$ cat src/rtl/yoda_digits_pkg.sv
// Shared digit codes, sizes and FSM states for the binary-to-digits path.
// The seven-segment decoder imports this package too, so the codes agree.
package yoda_digits_pkg;

  localparam int VALUE_W    = 20;
  localparam int NUM_DIGITS = 7;
  localparam int BCD_W      = 4 * NUM_DIGITS;

  localparam logic [4:0] DIGIT_MINUS = 5'h10;
  localparam logic [4:0] DIGIT_BLANK = 5'h1F;

  localparam logic [4:0] SHIFT_LAST = 5'd19;

  typedef enum logic [1:0] {
    IDLE,
    SHIFT,
    FORMAT
  } state_t;

  // Double-dabble correction for one BCD nibble
  function automatic logic [3:0] add3(input logic [3:0] n);
    return (n >= 4'd5) ? n + 4'd3 : n;
  endfunction

endpackage

$ cat src/rtl/bin_to_digits.sv
// Serial 20-bit binary to seven display digits (double dabble),
// with optional sign and leading-zero blanking.
module bin_to_digits
  import yoda_digits_pkg::*;
(
  input  logic               clk,
  input  logic               reset,
  input  logic               start,
  input  logic [VALUE_W-1:0] value,
  input  logic               is_signed,
  input  logic               blank_en,
  output logic               busy,
  output logic               done,
  output logic [4:0]         digits [0:NUM_DIGITS-1]
);

  state_t             r_state;
  state_t             w_next;
  logic [4:0]         r_cnt;
  logic [BCD_W-1:0]   r_bcd;
  logic [VALUE_W-1:0] r_mag;
  logic               r_neg;
  logic               r_blank;
  logic               r_done;
  logic [4:0]         r_digits [0:NUM_DIGITS-1];

  logic               w_neg;
  logic [VALUE_W-1:0] w_mag;
  logic [BCD_W-1:0]   w_bcd_adj;
  logic [4:0]         w_fmt [0:NUM_DIGITS-1];

  assign busy   = (r_state != IDLE);
  assign done   = r_done;
  assign digits = r_digits;

  // -524288 negates to itself, which is the right 20-bit magnitude
  assign w_neg = is_signed && value[VALUE_W-1];
  assign w_mag = w_neg ? {VALUE_W{1'b0}} - value : value;

  always_comb begin
    w_bcd_adj = '0;
    for (int i = 0; i < NUM_DIGITS; i++)
      w_bcd_adj[4*i +: 4] = add3(r_bcd[4*i +: 4]);
  end

  always_comb begin
    logic [3:0] w_nib;
    logic       w_hz;
    w_fmt = '{default: DIGIT_BLANK};
    w_hz  = 1'b1;
    w_nib = '0;
    for (int i = NUM_DIGITS - 1; i >= 0; i--) begin
      w_nib = r_bcd[4*i +: 4];
      w_hz  = w_hz && (w_nib == 4'd0);
      if (r_blank && w_hz && i != 0)
        w_fmt[i] = DIGIT_BLANK;
      else
        w_fmt[i] = {1'b0, w_nib};
    end
    // Minus sits on the blank/non-blank boundary, else far left
    if (r_neg) begin
      if (!r_blank) begin
        w_fmt[NUM_DIGITS-1] = DIGIT_MINUS;
      end else begin
        for (int i = NUM_DIGITS - 1; i >= 1; i--)
          if (w_fmt[i] == DIGIT_BLANK &&
              w_fmt[i-1] != DIGIT_BLANK)
            w_fmt[i] = DIGIT_MINUS;
      end
    end
  end

  always_comb begin
    w_next = r_state;
    unique case (r_state)
      IDLE:    if (start) w_next = SHIFT;
      SHIFT:   if (r_cnt == SHIFT_LAST) w_next = FORMAT;
      FORMAT:  w_next = IDLE;
      default: w_next = IDLE;
    endcase
  end

  always_ff @(posedge clk) begin
    if (reset) r_state <= IDLE;
    else       r_state <= w_next;
  end

  always_ff @(posedge clk) begin
    if (reset) begin
      r_cnt    <= '0;
      r_bcd    <= '0;
      r_mag    <= '0;
      r_neg    <= 1'b0;
      r_blank  <= 1'b0;
      r_done   <= 1'b0;
      r_digits <= '{default: DIGIT_BLANK};
    end else begin
      r_done <= 1'b0;
      unique case (r_state)
        IDLE: begin
          if (start) begin
            r_mag   <= w_mag;
            r_neg   <= w_neg;
            r_blank <= blank_en;
            r_bcd   <= '0;
            r_cnt   <= '0;
          end
        end
        SHIFT: begin
          {r_bcd, r_mag} <= {w_bcd_adj, r_mag} << 1;
          r_cnt          <= r_cnt + 5'd1;
        end
        FORMAT: begin
          r_digits <= w_fmt;
          r_done   <= 1'b1;
        end
        default: ;
      endcase
    end
  end

endmodule

$ cat config.mk
export PLATFORM = sky130hd
export DESIGN_NAME = bin_to_digits
export DESIGN_NICKNAME = d
export VERILOG_FILES = /design/src/rtl/yoda_digits_pkg.sv /design/src/rtl/bin_to_digits.sv
export SDC_FILE = /design/constraint.sdc
export NUM_CORES = 1
export LEC_CHECK = 0
export ABC_AREA = 0
export BUFFER_PORTS_ARGS = -buffer_cell sky130_fd_sc_hd__buf_2
export CAP_MARGIN = 20
export CORE_MARGIN = 4
export CORE_UTILIZATION = 45
export DETAILED_ROUTE_END_ITERATION = 12
export GPL_TIMING_DRIVEN = 0
export PLACE_DENSITY = 0.77
export SETUP_SLACK_MARGIN = 0.15
export SYNTH_ARGS = -nofsm -noshare
export SYNTH_HDL_FRONTEND = slang
export SYNTH_SLANG_ARGS = --single-unit
$ cat constraint.sdc
create_clock -name clk -period 1.9 [get_ports clk]
set_clock_uncertainty 0.15 [all_clocks]
set_input_delay 0.095 -clock clk [delete_from_list [all_inputs] [get_ports clk]]
set_output_delay 0.095 -clock clk [all_outputs]
set_load 0.05 [all_outputs]
==> results of run 1 <==
[layout make-up]
| type | count | share of cell area |
|---|---|---|
| buffer | 28 | 0.0285 |
| sequential | 93 | 0.301 |
| timing repair buffer | 121 | 0.136 |
| inverter | 17 | 0.0118 |
| clock inverter | 6 | 0.0140 |
| multi-input combinational | 386 | 0.462 |
| clock buffer | 10 | 0.0203 |
| tap | 133 | 0.0265 |
[worst min-delay path by stage]
| stage | end | cells after the start |
|---|---|---|
| floorplan | r_blank | 2 |
| global placement | r_blank | 3 |
| detailed placement | r_blank | 3 |
| CTS | r_mag[19] | 4 |
| global route | r_mag[15] | 4 |
| finish | r_mag[15] | 4 |
[critical path: cells and delay by family (launching register included)]
kind | cells | cell delay [ns]
AND/OR/NAND/NOR | 4 | 1.07
flip-flops | 1 | 0.37
adder cells (fa/ha/maj) | 1 | 0.12
buffers and inverters | 1 | 0.08
AO/OA/AOI/OAI | 1 | 0.04
[registers in the layout (all words and copies together), names as in the netlist]
name and count:
digits 35, r_bcd 28, r_cnt 5, r_blank 1, done 1, r_neg 1
r_mag 20, r_state 2
[power breakdown]
group,internal (mW),switching [mW]
combinational,0.265,0.345
sequential,1.99,0.0378
clock,0.739,0.720
total,3.00,1.10
[placed cells by master (no fill, tap or decap), types with 5 or more instances in the layout]
master	count
o211ai_1	6
nor3b_4	7
clkbuf_1	11
nand2_1	48
nor2_1	28
buf_4	36
ha_4	5
a21oi_2	9
dlygate4sd3_1	20
clkbuf_8	11
dfxtp_2	10
nor3_1	5
o31ai_1	5
inv_2	6
inv_1	7
o21ai_1	12
a22o_1	8
dfxtp_1	79
o22ai_1	19
nand3_1	12
o21ai_0	30
a21oi_1	39
ha_1	17
a22oi_1	17
buf_2	61
clkbuf_2	5
buf_6	7
xnor2_1	13
a32o_1	7
xor2_1	10
nand2b_1	9
[timing repair]
item,CTS,global route
gates cloned,1,1
endpoints found under the hold margin,20,0
setup buffers,26,12
hold buffers,20,0
gates resized for setup,67,84
endpoints found under the setup margin,79,73
pin swaps,8,17
[metrics by stage]
step | setup WS, ns | utilization | total power, mW | instances | hold WS (ns)
3_3_place_gp | -0.389 | 0.517 | 2.48 | 718 | 0.233
6_report | -0.0659 | 0.642 | 4.10 | 794 | 0.0157
5_1_grt | -0.124 | 0.642 | 4.23 | 794 | 0.0377
3_5_place_dp | -0.479 | 0.517 | 2.50 | 718 | 0.247
4_1_cts | -0.0266 | 0.601 | 3.99 | 781 | 0.00778
2_1_floorplan | 0.0149 | - | 2.35 | 524 | 0.0810
[layer usage]
layer | up-vias | GRT usage
met4 | 0 | 0.102
met3 | 36 | 0.0352
met5 | - | 0
met1 | 2151 | 0.278
li1 | 2178 | -
met2 | 200 | 0.397
[logic make-up after synthesis]
kind of cell,share of synthesized area
buf+inv,0.0379
compound gates,0.257
xor+xnor,0.0445
mux,0.00664
fa+ha+maj,0.0609
flops,0.412
simple gates,0.182
==> impl_metrics.py, run 1 <==
metrics = {
    "final_layout": {
        "finish.instance_area_um2": 6270,
        "drive_above_1_share": 0.337,
        "antennaDiodeCount": 0,
        "n_fill_cell": 759,
        "register_area_um2": 1890,
        "area_growth_pct": 38.8,
        "layout.nets": 703,
        "multi_input_area_um2": 2900,
    },
    "worst_hold_path": {
        "min_path_type": "in -> reg",
        "min-delay-start": "value[19]",
    },
    "sta": {
        "hold_viol_final": 0,
        "worst_pin_slew_ns": 0.732,
        "max_freq_ghz": 0.509,
        "setup_tns_ns": -0.279,
        "rsz0062_at_grt": "yes",
        "min_period_ns": 1.97,
        "maxSlewViolCount": 0,
        "finalSetupViolCount": 7,
        "period_share": 1.03,
        "timing.final.ws_setup_ns": -0.0659,
        "slew_headroom": 0.512,
    },
    "clock_tree": {
        "cts-root-buf": "clkbuf_8",
        "tritoncts": "yes",
        "h-tree-depth": 3,
        "cts_buffer_depth": 2,
        "cts.sinks": 93,
        "clkLatencyLatePin_ns": 0.38,
        "cts-buffers-inserted": 9,
        "clk_pin_slew_ns": 0.09,
    },
    "worst_setup_path": {
        "worstPathArrival_ns": 2.06,
        "cp-start-kind": "flop",
        "cp_slowest_cell": "or3b_4",
        "cpPeakStageDelay_ns": 0.39,
        "critPathKind": "reg -> reg",
        "crit_chain": "inv_4, ha_4, or3b_4, nor3_4, and2_4, and4bb_4, a21oi_2",
        "critPathCapture": "digits[15]",
        "r2r_slack_ns": -0.07,
        "endpoint_kind": "flop",
        "r2r_end": "digits[15]",
        "reg2reg_depth": 7,
        "cp_max_fo": 4,
        "rr_startpoint": "r_bcd[16]",
        "crit_start": "r_bcd[16]",
        "crit_required_ns": 1.99,
    },
    "synthesis": {
        "synthTopCellsByCount": "dfxtp_1, nand2_1, a21oi_1",
        "syn_avg_cell_area_um2": 8.63,
        "synth-edff-count": 0,
        "synth_area_leader_cell": "dfxtp_1",
        "synth_top_area_frac": 0.412,
        "synth-seq-cells": 93,
        "synth-main-ff-cell": "dfxtp_1",
        "async_flop_share": 0,
        "netlist_instances": 524,
        "synth_seq_area_share": 0.412,
        "yosysUniqueCellTypes": 56,
        "ys_top_cells_by_area": "dfxtp_1, ha_1, a21oi_1",
        "synth.most_common_cell": "dfxtp_1",
        "synth_warnings": 0,
        "syn_area_um2": 4520,
        "synth_nets": 571,
    },
    "floorplanning": {
        "die_w_um": 108,
        "start_util": 0.463,
        "core_area_um2": 9770,
        "fp.dieArea_um2": 11700,
        "io_pins": 62,
        "die_h_um": 108,
        "row_count": 36,
    },
    "routing": {
        "drtIter0Drc": 391,
        "dr.pass1.iters": 5,
        "wl_met2_um": 6840,
        "top_layer": "met4",
        "met1_length_um": 5680,
        "wl_um": 14000,
        "dr_total_vias": 4565,
        "wire_per_inst_um": 17.6,
        "ant_nets": 0,
        "met3_length_um": 1010,
        "post-route-drc-count": 0,
        "via_per_inst": 5.75,
    },
    "global_routing": {
        "grt_pass1_vias": 4485,
        "antenna_found_initial": 0,
        "grt_use_total": 0.228,
        "grt_start_max_net_pins": 16,
        "overflow": 0,
        "grt_pass1_wl_um": 21300,
    },
    "power": {
        "leakage_nw": 2.38,
        "power_density_nw_per_um2": 653,
        "vdd_ir_drop_max_uv": 377,
    },
    "placed_design": {
        "port_buffers": 61,
        "gp_congestion": 0.884,
        "dp_hpwl_um": 8670,
        "placed_area_um2": 5050,
    },
    "flow_run": {
        "cap_violations": 0,
    },
    "outcome": {
        "status": "finished with violations",
        "violations": "negative setup slack",
    },
}
No activity file was read; power rests on OpenSTA's default activity.
==> run 2: changes to the inputs <==
==> constraint.sdc (replaced) <==
create_clock -name clk -period 1.9 [get_ports clk]
set_clock_uncertainty 0.15 [all_clocks]
set_input_delay 0.19 -clock clk [delete_from_list [all_inputs] [get_ports clk]]
set_output_delay 0.19 -clock clk [all_outputs]
set_load 0.05 [all_outputs]
==> impl_metrics.py, run 2 (same netlist as run 1, synthesis figures left out) <==
metrics = {
    "routing": {
        "dr.pass1.iters": 5,
        "wl_um": 13300,
        "post-route-drc-count": 0,
        "ant_nets": 0,
        "via_per_inst": 5.73,
        "drtIter0Drc": 305,
        "dr_total_vias": 4448,
        "wire_per_inst_um": 17.1,
    },
    "power": {
        "pwr-share-comb": 0.137,
        "seqPwrFrac": 0.496,
        "finalPower_mw": 4.10,
        "vdd_ir_drop_max_uv": 322,
        "leakage_nw": 2.27,
        "p_switching_mw": 1.06,
        "clockPowerShare": 0.366,
        "p_sw_frac": 0.258,
        "internal_power_mw": 3.04,
        "power_density_nw_per_um2": 685,
    },
    "worst_setup_path": {
        "endpoint_kind": "flop",
        "cp_slowest_cell": "or3b_4",
        "critPathKind": "reg -> reg",
        "rr_startpoint": "r_bcd[21]",
        "crit_start": "r_bcd[21]",
        "cp_max_fo": 4,
        "crit_chain": "inv_4, ha_4, or3b_4, nor3_4, and2_4, and4bb_1, a21oi_1",
        "cp-start-kind": "flop",
        "crit_required_ns": 1.99,
        "worstPathArrival_ns": 2.02,
        "cpPeakStageDelay_ns": 0.39,
    },
    "sta": {
        "finalSetupViolCount": 6,
        "max_freq_ghz": 0.518,
        "period_share": 1.02,
        "min_period_ns": 1.93,
        "setup_tns_ns": -0.124,
        "timing.final.ws_setup_ns": -0.0316,
        "slew_headroom": 0.511,
        "hold_viol_final": 0,
        "rsz0062_at_grt": "yes",
        "worst_pin_slew_ns": 0.733,
        "maxSlewViolCount": 0,
    },
    "floorplanning": {
        "die_h_um": 108,
        "io_pins": 62,
        "core_area_um2": 9770,
        "start_util": 0.463,
        "die_w_um": 108,
        "fp.dieArea_um2": 11700,
        "row_count": 36,
    },
    "global_routing": {
        "grt_use_total": 0.224,
        "grt_start_max_net_pins": 15,
        "overflow": 0,
        "grt_pass1_vias": 4154,
        "grt_pass1_wl_um": 20400,
        "antenna_found_initial": 0,
    },
    "clock_tree": {
        "tritoncts": "yes",
        "cts-root-buf": "clkbuf_8",
        "cts-buffers-inserted": 9,
        "h-tree-depth": 3,
        "cts_buffer_depth": 2,
        "clkLatencyLatePin_ns": 0.37,
        "clk_pin_slew_ns": 0.09,
        "cts.sinks": 93,
    },
    "final_layout": {
        "finish.instance_area_um2": 5980,
        "layout.nets": 685,
        "finalCoreUtilization": 0.612,
        "area_growth_pct": 32.2,
        "antennaDiodeCount": 0,
        "layout_commonest_cell": "dfxtp_1",
        "layout_common_cells": "dfxtp_1, buf_2, nand2_1, a21oi_1",
        "n_fill_cell": 825,
        "largest_reg_flops": 35,
        "drive_above_1_share": 0.309,
    },
    "worst_hold_path": {
        "min-delay-start": "value[16]",
        "min_path_type": "in -> reg",
    },
    "outcome": {
        "violations": "negative setup slack",
        "status": "finished with violations",
    },
    "placed_design": {
        "placed_area_um2": 5050,
        "dp_hpwl_um": 8890,
        "pre_cts_slack_ns": -0.461,
        "port_buffers": 61,
        "gp_congestion": 0.874,
    },
    "flow_run": {
        "cap_violations": 0,
    },
}
-- run 2: changes by cell type in the layout (fill, tap and decap cells not counted), moves of 4 or more --
cell / change
dfxtp_2: -5
dlygate4sd3_1: -11
buf_4: -6
o31ai_1: +4
dfxtp_1: +4
-- run 2: per-stage QoR --
step / hold slack [ns] / instances
after floorplan: 0.176 / 524
after global placement: 0.277 / 718
after detailed placement: 0.285 / 718
after CTS: 0.00156 / 770
after global routing: 0.0287 / 776
final: 0.0140 / 776
-- run 2: worst max-delay path: cells and delay by family, from the launching register on --
kind            cells  cell delay, ns
flops               1            0.34
fa+ha+maj           1            0.12
buf+inv             1            0.06
simple gates        4            1.06
compound gates      1            0.05
-- run 2: cell type report --
| cell class | instances | area (um2) | share of cell area |
|---|---|---|---|
| clock inverter | 3 | 67.6 | 0.0113 |
| buffer | 28 | 165 | 0.0276 |
| tap | 133 | 166 | 0.0278 |
| inverter | 17 | 76.3 | 0.0128 |
| sequential | 93 | 1890 | 0.316 |
| multi-input combinational | 386 | 2800 | 0.468 |
| timing repair buffer | 103 | 661 | 0.110 |
| clock buffer | 13 | 159 | 0.0266 |
-- run 2: what timing repair did --
action	4_1_cts	5_1_grt
gates cloned	1	0
hold endpoints to repair	9	0
pin swaps	13	19
setup buffers	26	6
setup endpoints to repair	86	68
gates resized for setup	64	55
hold buffers	9	0
-- run 2: worst paths after layout --
check,endpoint,slack [ns],cells past startpoint
max reg2reg,digits[18],-0.03,7
max,digits[18],-0.03,7
min reg2reg,digits[34],0.29,2
min,r_mag[16],0.01,3
-- run 2: power groups by stage --
stage	clock [mW]	sequential [mW]	combinational [mW]
floorplan	0	2.07	0.279
global placement	0	2.08	0.410
detailed placement	0	2.08	0.423
CTS	1.52	2.03	0.500
global route	1.59	2.04	0.608
finish	1.50	2.03	0.563
-- run 2: routing by layer --
| layer | share of wire | GRT usage | wire length (um) | up-vias |
|---|---|---|---|---|
| met5 | 0 | 0 | 0 | - |
| met4 | 0.022 | 0.100 | 296 | 0 |
| met3 | 0.068 | 0.0436 | 908 | 28 |
| met2 | 0.49 | 0.386 | 6560 | 171 |
| met1 | 0.41 | 0.269 | 5510 | 2104 |
| li1 | - | - | - | 2145 |
==> run 3: changes to the inputs <==
ABC_CLOCK_PERIOD_IN_PS = 1900   (was unset)
CORE_ASPECT_RATIO = 0.75   (was unset)
==> impl_metrics.py, run 3 (same netlist as run 1, synthesis figures left out) <==
metrics = {
    "worst_setup_path": {
        "critPathKind": "reg -> reg",
        "worst-path-buf-inv": 1,
        "endpoint_kind": "flop",
        "cpPeakStageDelay_ns": 0.40,
        "crit_chain": "inv_2, ha_4, or3b_4, nor3_4, and2_4, and4bb_4, a21oi_1",
        "crit_required_ns": 1.94,
        "cp_slowest_cell": "or3b_4",
        "cp_max_fo": 4,
        "critPathTopFamily": "simple AND/OR/NAND/NOR gates",
        "worstPathArrival_ns": 2.00,
        "cp-start-kind": "flop",
    },
    "clock_tree": {
        "cts-root-buf": "clkbuf_16",
        "clk_pin_slew_ns": 0.07,
        "cts-buffers-inserted": 9,
        "tritoncts": "yes",
        "clkLatencyLatePin_ns": 0.35,
        "h-tree-depth": 3,
        "cts_buffer_depth": 2,
        "cts.sinks": 93,
    },
    "power": {
        "vdd_ir_drop_max_uv": 420,
        "clockPowerShare": 0.412,
        "internal_power_mw": 3.26,
        "pwr-share-comb": 0.124,
        "p_switching_mw": 1.13,
        "seqPwrFrac": 0.464,
        "leakage_nw": 2.25,
        "power_density_nw_per_um2": 742,
        "p_sw_frac": 0.258,
    },
    "placed_design": {
        "gp_congestion": 0.860,
        "dp_hpwl_um": 9260,
        "port_buffers": 61,
    },
    "global_routing": {
        "grt_start_max_net_pins": 16,
        "grt_pass1_vias": 4267,
        "grt_use_total": 0.233,
        "overflow": 0,
        "antenna_found_initial": 0,
        "grt_pass1_wl_um": 21200,
    },
    "floorplanning": {
        "io_pins": 62,
        "row_count": 31,
        "core_area_um2": 9740,
        "die_w_um": 124,
        "die_h_um": 94.8,
        "fp.dieArea_um2": 11700,
        "start_util": 0.464,
    },
    "routing": {
        "wire_per_inst_um": 18.1,
        "ant_nets": 0,
        "dr.pass1.iters": 6,
        "post-route-drc-count": 0,
        "via_per_inst": 5.90,
        "dr_total_vias": 4532,
        "wl_um": 13900,
        "drtIter0Drc": 477,
    },
    "sta": {
        "hold_ws_ns": 0.0177,
        "setup_tns_ns": -0.219,
        "timing.final.ws_setup_ns": -0.0619,
        "rsz0062_at_grt": "yes",
        "hold_viol_final": 0,
        "period_share": 1.03,
        "min_period_ns": 1.96,
        "worst_pin_slew_ns": 0.684,
        "finalSetupViolCount": 6,
        "max_freq_ghz": 0.510,
        "slew_headroom": 0.544,
        "maxSlewViolCount": 0,
    },
    "final_layout": {
        "drive_above_1_share": 0.313,
        "area_growth_pct": 31.1,
        "layout_commonest_cell": "dfxtp_1",
        "antennaDiodeCount": 0,
        "layout_common_cells": "dfxtp_1, buf_2, nand2_1, a21oi_1, buf_4",
        "layout.nets": 679,
        "largest_reg_flops": 35,
    },
    "outcome": {
        "status": "finished with violations",
        "violations": "negative setup slack",
    },
    "flow_run": {
        "cap_violations": 0,
    },
    "worst_hold_path": {
        "min_path_type": "in -> reg",
    },
}
==> run 3: power groups by stage <==
stage          sequential [mW]  combinational (mW)  clock (mW)
5_1_grt                   2.04               0.583        1.92
2_1_floorplan             2.07               0.279           0
4_1_cts                   2.04               0.479        1.82
3_3_place_gp              2.08               0.411           0
3_5_place_dp              2.08               0.425           0
6_report                  2.04               0.545        1.81
==> run 3: metrics by stage <==
step	util	power [mW]	worst slack [ns]	area, um2	instances
final	0.609	4.40	-0.0619	5930	768
after global routing	0.609	4.55	-0.109	5930	768
after CTS	0.584	4.34	-0.0295	5690	755
after detailed placement	0.518	2.51	-0.512	5050	717
after global placement	0.518	2.49	-0.457	5050	717
after floorplan	-	2.35	0.0149	4580	524
==> run 3: worst paths after layout <==
check / from / cells after the start / to / slack (ns)
worst max register to register: r_bcd[21] / 7 / digits[15] / -0.06
worst min-delay path: value[0] / 3 / r_mag[0] / 0.02
worst max-delay path: r_bcd[21] / 7 / digits[15] / -0.06
worst min register to register: digits[34] / 2 / digits[34] / 0.31
==> run 3: area by class of cell <==
cell class                      count  area (um2)
Buffer                             28         165
Clock buffer                       10         239
Clock inverter                      5        58.8
Fill cell                         800        3810
Inverter                           17        73.8
Multi-Input combinational cell    386        2740
Sequential cell                    93        1890
Tap cell                          132         165
Timing Repair Buffer               97         598
==> run 3: worst register-to-register path: stages (launching register included) <==
cell and delay (ns):
dfxtp_2 0.33, inv_2 0.07, ha_4 0.13, or3b_4 0.40, nor3_4 0.20, and2_4 0.18, and4bb_4 0.29, a21oi_1 0.06
==> run 3: routing by layer <==
metal | wire, um | global-route usage
met1 | 6120 | 0.312
met4 | 206 | 0.0664
met3 | 1240 | 0.0784
met2 | 6300 | 0.357
met5 | 0 | 0
==> run 3: what timing repair did <==
| action | 4_1_cts | 5_1_grt |
|---|---|---|
| setup buffers | 21 | 13 |
| pin swaps | 10 | 9 |
| cloned | 1 | 0 |
| endpoints found under the hold margin | 1 | 0 |
| hold buffers | 1 | 0 |
| setup endpoints to repair | 84 | 69 |
| resized for setup | 61 | 47 |
